## config.mk

```make
export PLATFORM = sky130hd
export DESIGN_NAME = hk628_input_cond_flat
export DESIGN_NICKNAME = d
export VERILOG_FILES = /design/src/rtl/hk628_input_cond_if.sv /design/src/rtl/hk628_input_cond.sv /design/src/flat_wrapper.sv
export SDC_FILE = /design/constraint.sdc
export NUM_CORES = 1
export LEC_CHECK = 0
export ABC_CLOCK_PERIOD_IN_PS = 2600
export CORE_MARGIN = 2
export CORE_UTILIZATION = 60
export CTS_CLUSTER_DIAMETER = 40
export DETAILED_ROUTE_END_ITERATION = 7
export DONT_BUFFER_PORTS = 1
export MAX_ROUTING_LAYER = met4
export PLACE_DENSITY = 0.77
export SLEW_MARGIN = 40
export SYNTH_ARGS = -nofsm -noshare
export SYNTH_HDL_FRONTEND = slang
export SYNTH_SLANG_ARGS = --single-unit
```

## constraint.sdc

```tcl
create_clock -name clk_sys -period 2.6 [get_ports clk_sys]
set_input_delay 0.52 -clock clk_sys [delete_from_list [all_inputs] [get_ports clk_sys]]
set_output_delay 0.52 -clock clk_sys [all_outputs]
set_load 0.01 [all_outputs]
```

## src/rtl/hk628_input_cond_if.sv

```systemverilog
// ============================================================================
// Module   : hk628_input_cond_if
// Brief    : Button bus between the joystick word and the HK-628 conditioner.
// Revision : 1.0 - initial release
// ============================================================================
`default_nettype none

interface hk628_input_cond_if #(
  parameter int NBTN = 9
);
  logic [NBTN-1:0] joy_raw;
  logic [7:0]      btn;
  logic            low_batt_btn;
  logic [NBTN-1:0] press_pulse;
  logic [3:0]      active_idx;

  // slave is the conditioner itself; master is whoever supplies raw buttons
  modport slave (
    input  joy_raw,
    output btn,
    output low_batt_btn,
    output press_pulse,
    output active_idx
  );

  modport master (
    output joy_raw,
    input  btn,
    input  low_batt_btn,
    input  press_pulse,
    input  active_idx
  );
endinterface

`default_nettype wire

```

## src/rtl/hk628_input_cond.sv

```systemverilog
// ============================================================================
// Module   : hk628_input_cond
// Brief    : Per-button sync + debounce + press pulses, and last-pressed tracking.
// Revision : 1.0 - initial release
// ============================================================================
`default_nettype none

module hk628_input_cond #(
  parameter int NBTN      = 9,
  parameter int DB_CYCLES = 65536
) (
  input  wire logic          clk_sys,
  input  wire logic          reset,
  hk628_input_cond_if.slave  bus
);

  localparam int             c_CW       = $clog2(DB_CYCLES + 1);
  localparam logic [c_CW-1:0] c_CNT_LAST = c_CW'(DB_CYCLES - 1);
  localparam logic [3:0]     c_NONE     = 4'hF;

  if (NBTN != 9) begin : g_bad_nbtn
    $error("hk628_input_cond: NBTN must be 9");
  end
  if (DB_CYCLES < 1 || DB_CYCLES > (1 << 20)) begin : g_bad_db
    $error("hk628_input_cond: DB_CYCLES must be in 1..2^20");
  end

  logic [NBTN-1:0] r_s1;
  logic [NBTN-1:0] r_s2;
  logic [NBTN-1:0] w_st;
  logic [NBTN-1:0] w_pulse;
  logic [3:0]      r_active;
  logic [3:0]      w_active_nxt;
  logic [3:0]      w_press_idx;
  logic [3:0]      w_held_idx;
  logic            w_act_fell;

  always_ff @(posedge clk_sys) begin
    if (reset) begin
      r_s1 <= '0;
      r_s2 <= '0;
    end else begin
      r_s1 <= bus.joy_raw;
      r_s2 <= r_s1;
    end
  end

  for (genvar i = 0; i < NBTN; i++) begin : g_bit
    logic [c_CW-1:0] r_cnt;
    logic            r_st;
    logic            r_pulse;

    // Counter clears whenever the input agrees with st, so it can never wrap
    always_ff @(posedge clk_sys) begin
      if (reset) begin
        r_cnt   <= '0;
        r_st    <= 1'b0;
        r_pulse <= 1'b0;
      end else begin
        r_pulse <= 1'b0;
        if (r_s2[i] == r_st) begin
          r_cnt <= '0;
        end else if (r_cnt == c_CNT_LAST) begin
          r_st    <= r_s2[i];
          r_cnt   <= '0;
          r_pulse <= r_s2[i];
        end else begin
          r_cnt <= r_cnt + c_CW'(1);
        end
      end
    end

    assign w_st[i]    = r_st;
    assign w_pulse[i] = r_pulse;
  end

  always_comb begin
    w_press_idx = c_NONE;
    w_held_idx  = c_NONE;
    w_act_fell  = 1'b0;
    for (int k = NBTN - 1; k >= 0; k--) begin
      if (w_pulse[k]) w_press_idx = 4'(k);
      if (w_st[k])    w_held_idx  = 4'(k);
    end
    for (int k = 0; k < NBTN; k++) begin
      if (r_active == 4'(k) && !w_st[k]) w_act_fell = 1'b1;
    end
    w_active_nxt = r_active;
    if (|w_pulse)        w_active_nxt = w_press_idx;
    else if (w_act_fell) w_active_nxt = w_held_idx;
  end

  always_ff @(posedge clk_sys) begin
    if (reset) r_active <= c_NONE;
    else       r_active <= w_active_nxt;
  end

  assign bus.btn          = w_st[7:0];
  assign bus.low_batt_btn = w_st[8];
  assign bus.press_pulse  = w_pulse;
  assign bus.active_idx   = r_active;

endmodule

`default_nettype wire

```

## src/flat_wrapper.sv

```systemverilog
// flat-port wrapper written by rule: the top's interface ports become plain ports
module hk628_input_cond_flat 
#(
  parameter int NBTN      = 9,
  parameter int DB_CYCLES = 65536
)
  (clk_sys, reset, bus_joy_raw, bus_btn, bus_low_batt_btn, bus_press_pulse, bus_active_idx);
  hk628_input_cond_if #(.NBTN(NBTN)) bus_i ();
  input  wire logic clk_sys;
  input  wire logic reset;
  input wire logic [$bits(bus_i.joy_raw)-1:0] bus_joy_raw;
  output wire logic [$bits(bus_i.btn)-1:0] bus_btn;
  output wire logic [$bits(bus_i.low_batt_btn)-1:0] bus_low_batt_btn;
  output wire logic [$bits(bus_i.press_pulse)-1:0] bus_press_pulse;
  output wire logic [$bits(bus_i.active_idx)-1:0] bus_active_idx;
  assign bus_i.joy_raw = bus_joy_raw;
  assign bus_btn = bus_i.btn;
  assign bus_low_batt_btn = bus_i.low_batt_btn;
  assign bus_press_pulse = bus_i.press_pulse;
  assign bus_active_idx = bus_i.active_idx;
  hk628_input_cond #(.NBTN(NBTN), .DB_CYCLES(DB_CYCLES)) u_core (.clk_sys(clk_sys), .reset(reset), .bus(bus_i));
endmodule
```

======== Word-level counts from Yosys, hierarchy flattened ========
Index checks and enable logic that the tools add are counted.
storage, ports and cells
  register bits ........................... 193
  bits of input ports ..................... 11
  output and inout bits ................... 22
cells by class
  equality and inequality tests ........... 26
  mux-type cells .......................... 29
  reductions and logical operators ........ 48
  $add $sub $neg .......................... 9
  bitwise operators ....................... 18
operators with widths
  operator                                         count
  adder 17 x 1 -> 17 bit, second input constant    9
  == test 17 x 16 -> 1 bit, second input constant  9
  two-way mux 4 bit                                18
  OR reduction 3 bit                               18
  NOT 1 bit                                        18
  AND reduction 2 bit                              9
  == test 4 x 3 -> 1 bit, second input constant    4
  == test 1 bit                                    9
  logical AND 1 bit                                9
  logical NOT 1 bit                                9
  two-way mux 1 bit                                9
  OR reduction 9 bit                               1
  == test 4 x 2 -> 1 bit, second input constant    2
  two-way mux 3 bit                                2
  == test 4 x 1 -> 1 bit, second input constant    1
  == test 4 bit, second input constant             1
  logical NOT 4 bit                                1
  nonzero test 2 bit                               1

======== Longest topological paths before layout ========
  word-level depth ........................ 13
  mapped depth ............................ 9
  gate-level depth less buffers ........... 7

======== Worst setup path before layout ========
Ideal clock, no wire load.
  path type ............................... register to register
  from .................................... register u_core.g_bit[3].r_cnt[2]
  to ...................................... register u_core.g_bit[3].r_cnt[10]
  setup time .............................. 128 ps
  arrival ................................. 1,969 ps
  stages on the path, launching flop included .. 9
  setup slack ............................. 503 ps
  cell sequence ........................... dfxtp_1 -> and4_1 -> nand4_1 -> nor4_1 -> ha_1 -> or3_1 -> clkbuf_1 -> clkbuf_1 -> nor2_1
on the way
  word-level cells in the longest chain between the ends .. 2
  elaborated cells on any way between the ends .. 3
  those cells by class .................... 1 x add/sub; 1 x eq/ne; 1 x reduce/logical
ends and longest elaborated chain
  what                                                            RTL line                RTL
  start, declared                                                 hk628_input_cond.sv:49  logic [c_CW-1:0] r_cnt;
  start signal, assigned                                          hk628_input_cond.sv:68  r_cnt <= r_cnt + c_CW'(1);
  branches (longest 2 deep; another with adder 17 x 1 -> 17 bit)  -
Several ways; the timed one is not identified.
A chain may end at the register's enable or synchronous reset.

======== Worst setup path after layout ========
  from .................................... register u_core.g_bit[4].r_cnt[0]
  to ...................................... register u_core.g_bit[4].r_cnt[10]
on the way
  word-level cells in the longest chain between the ends .. 2
  elaborated cells on any way between the ends .. 3
  those cells by class .................... 1 x add/sub; 1 x eq/ne; 1 x reduce/logical
ends and longest elaborated chain
  what                                                            RTL line
  start, declared                                                 hk628_input_cond.sv:49
  start signal, assigned                                          hk628_input_cond.sv:68
  branches (longest 2 deep; another with adder 17 x 1 -> 17 bit)  -
Several ways; the timed one is not identified.

==> flow_summary.json <==
{
  "outcome": "complete, no violations",
  "antenna_found_initial": 1,
  "ctsResizeCount": 0,
  "grt_pass1_vias": 5709,
  "synthXorXnorAreaFrac": 0.1283,
  "avgViaCountPerCell": 5.477,
  "nets": 887,
  "wl_met1_um": 6327,
  "dp.cells": 1015,
  "htreeDepth": 4,
  "synth_compound_area_frac": 0.03822,
  "clk_latency_ps": 420,
  "drtIter0Drc": 323,
  "tritoncts": "built",
  "power.density_nw_per_um2": 664.1,
  "fin_setup_tns_ps": 0,
  "initial_core_util": 0.6106,
  "cts_buffers": 17,
  "synth_fa_ha_area_frac": 0.02796,
  "crit_type": "register to register",
  "clkTransAtPathRegs_ps": 70,
  "synth_top_family_by_area": "simple AND/OR/NAND/NOR gates",
  "place.gp.congestion": 0.8297,
  "numPortBuffers": 0,
  "synth-simple-area-share": 0.2601,
  "cp-start-kind": "register",
  "fp.dieH_um": 119.9,
  "min_path_type": "primary input to register",
  "post-route-period-util": 0.8594,
  "syn_to_final_growth_pct": 7.208,
  "rr_endpoint": "u_core.g_bit[4].r_cnt[10]$_SDFF_PP0_",
  "syn_area_per_cell_sq_um": 9.101,
  "grt_max_degree": 54,
  "highest_layer": "met4",
  "post_cts_buffers": 0,
  "min_delay_path_depth": 1,
  "dieArea_sq_um": 14370,
  "p_leak_nw": 2.931,
  "met2_length_um": 7185,
  "postRouteAntennaNets": 0,
  "synthesis.nets": 914,
  "synth.area.top_cells": "dfxtp_1, xor2_1, nor2_1, xnor2_1, nand3_1",
  "final_max_slew_viol_count": 0,
  "cp.arrival_ps": 2590,
  "critical_path.startpoint": "u_core.g_bit[4].r_cnt[0]$_SDFF_PP0_",
  "netlist_area_sq_um": 8054,
  "setup_violations": 0,
  "grt.total_usage": 0.2197,
  "synth_warnings": 0,
  "wl_per_cell_um": 14.00,
  "relSlewSlack": 0.6078,
  "grt_pass1_wl_um": 25030,
  "fin_cells": 1046,
  "syn_inst": 885,
  "cp_slowest_cell": "or3_1",
  "dr.pass1.iters": 5,
  "worstMarginPinSlew_ps": 588.3,
  "met3WireLength_um": 772,
  "muxShareOfSynthArea": 0.01989,
  "clockBufferDepth": 2,
  "drive_gt1_frac": 0.04258,
  "hold_viol_final": 0,
  "skew_ps": 6.892,
  "synth_area_leader_cell": "dfxtp_1",
  "yosysSeqAreaShare": 0.4797,
  "r2r_start": "u_core.g_bit[4].r_cnt[0]$_SDFF_PP0_",
  "n_fill_cell": 1037,
  "num_vias": 5729,
  "fmax_ghz": 0.4475,
  "critPathMaxStageDelay_ps": 640,
  "fin_util": 0.6546,
  "postSynthRegisterBits": 193,
  "r2r_cells": 7,
  "wirelength_um": 14640,
  "r2r_setup_slack_ps": 370,
  "row_count": 42,
  "cts.sinks": 193,
  "irDropWorstVdd_v": 0.0004989,
  "synthDominantCellAreaShare": 0.4797,
  "fp.dieW_um": 119.9,
  "rsz0062_at_grt": "false",
  "period_needed_ps": 2235,
  "path_common_cell": "ha_1",
  "overflow": 0,
  "worst_setup_path_end_kind": "register",
  "io_pins": 33,
  "cp_max_fo": 17,
  "required_ps": 2950,
  "core_area_sq_um": 13190,
  "critPathCapture": "u_core.g_bit[4].r_cnt[10]$_SDFF_PP0_",
  "root_buffer": "clkbuf_16",
  "post-route-drc-count": 0,
  "crit_chain": "ha_1 -> nand4_1 -> nor2_1 -> and3_1 -> ha_1 -> or3_1 -> a21oi_1",
  "drv_cap": 0,
  "dpl.hpwl_um": 10220,
  "ys_types": 38,
  "postCtsHoldBufs": 0
}
## critical path, delay by kind of cell, from the launching register on
family / cells / cell delay [ps]
AOI/OAI and AO/OA: 1 / 220
DFF: 1 / 330
and+or+nand+nor: 4 / 1140
adders and majority gates: 2 / 460
## routing by layer
layer,vias up,global-route usage
met2,84,0.3725
met3,29,0.06844
met4,0,0.09044
li1,2901,-
met1,2715,0.2398
met5,-,-
## cells by family (layout without fill, tap and decap cells)
logic type / Yosys count / in the layout
xor gates and xnor gates: 118 / 118
AOI/OAI and AO/OA: 55 / 55
and+or+nand+nor: 410 / 410
DFF: 193 / 193
muxes: 16 / 16
adders and majority gates: 18 / 18
other: 0 / 1
buffers and inverters: 75 / 59
## state kept, by name, summed over array words and instances (netlist names)
register	count
u_core.bus.active_idx	4
u_core.bus.low_batt_btn	1
u_core.g_bit.r_cnt	153
u_core.g_bit.r_pulse	9
u_core.g_bit.r_st	8
u_core.r_s1	9
u_core.r_s2	9
## per-stage QoR
step / total power [mW] / hold slack (ps) / area (sq um) / worst slack (ps)
final: 5.734 / 173.4 / 8635 / 365.5
after global routing: 5.910 / 147.6 / 8635 / 121.9
after CTS: 5.790 / 146.5 / 8632 / 342.9
after detailed placement: 3.092 / 423.1 / 8014 / 376.7
after global placement: 3.089 / 421.1 / 8014 / 459.8
after floorplan: 3.094 / 412.9 / 8054 / 503.1
## cell type report
| class | count | area, sq um | share of cell area |
|---|---|---|---|
| Antenna cell | 1 | 2.502 | 0.0002898 |
| Sequential cell | 193 | 3864 | 0.4475 |
| Inverter | 29 | 108.9 | 0.01261 |
| Clock buffer | 21 | 460.4 | 0.05333 |
| Multi-Input combinational cell | 617 | 3821 | 0.4425 |
| Tap cell | 176 | 220.2 | 0.02550 |
| Clock inverter | 9 | 157.7 | 0.01826 |
## synthesized netlist by cell type, drive strengths merged
| cell | n |
|---|---|
| nor2 | 165 |
| a31o | 1 |
| a211oi | 4 |
| clkbuf | 16 |
| a31oi | 2 |
| or4 | 1 |
| a211o | 2 |
| nand3b | 2 |
| and4 | 21 |
| a21o | 1 |
| nand4 | 28 |
| nor3 | 14 |
| and3 | 22 |
| ha | 18 |
| nand3 | 47 |
| buf | 30 |
| mux2i | 16 |
| nor4bb | 9 |
| o21ai | 20 |
| nor2b | 22 |
| xnor2 | 44 |
| and2 | 7 |
| a21oi | 24 |
| nor4 | 5 |
| or3 | 25 |
| inv | 29 |
| xor2 | 74 |
| nand2 | 42 |
| o311a | 1 |
| dfxtp | 193 |
## power by group
part / internal, mW / switching, mW
logic: 0.0163 / 0.0242
registers: 2.97 / 0.0110
clock network: 1.65 / 1.06
total: 4.64 / 1.09
## layout by cell type (no fill, tap or decap), drive strengths merged, types with 2 or more instances in the layout
master and count:
clkbuf 21, a31oi 2, nand4 28, inv 29, and2 7, nor2b 22, xnor2 44, nor4bb 9
nor4 5, nand2 42, o21ai 20, nor3 14, clkinv 3, or3 25, nor2 165, a211oi 4
a211o 2, nand3b 2, dfxtp 193, a21oi 24, and3 22, mux2i 16, clkinvlp 2, xor2 74
bufinv 4, nand3 47, and4 21, ha 18
## worst min path at each step
stage | to | from
finish | u_core.r_s2[3]$_SDFF_PP0_ | reset
global route | u_core.r_s2[3]$_SDFF_PP0_ | reset
CTS | u_core.r_s2[3]$_SDFF_PP0_ | reset
detailed placement | u_core.r_s2[4]$_SDFF_PP0_ | u_core.r_s1[4]$_SDFF_PP0_
global placement | u_core.g_bit[4].r_cnt[0]$_SDFF_PP0_ | u_core.g_bit[4].r_cnt[0]$_SDFF_PP0_
floorplan | u_core.g_bit[2].r_cnt[0]$_SDFF_PP0_ | u_core.g_bit[2].r_cnt[0]$_SDFF_PP0_
No activity file was read; power rests on OpenSTA's default activity.
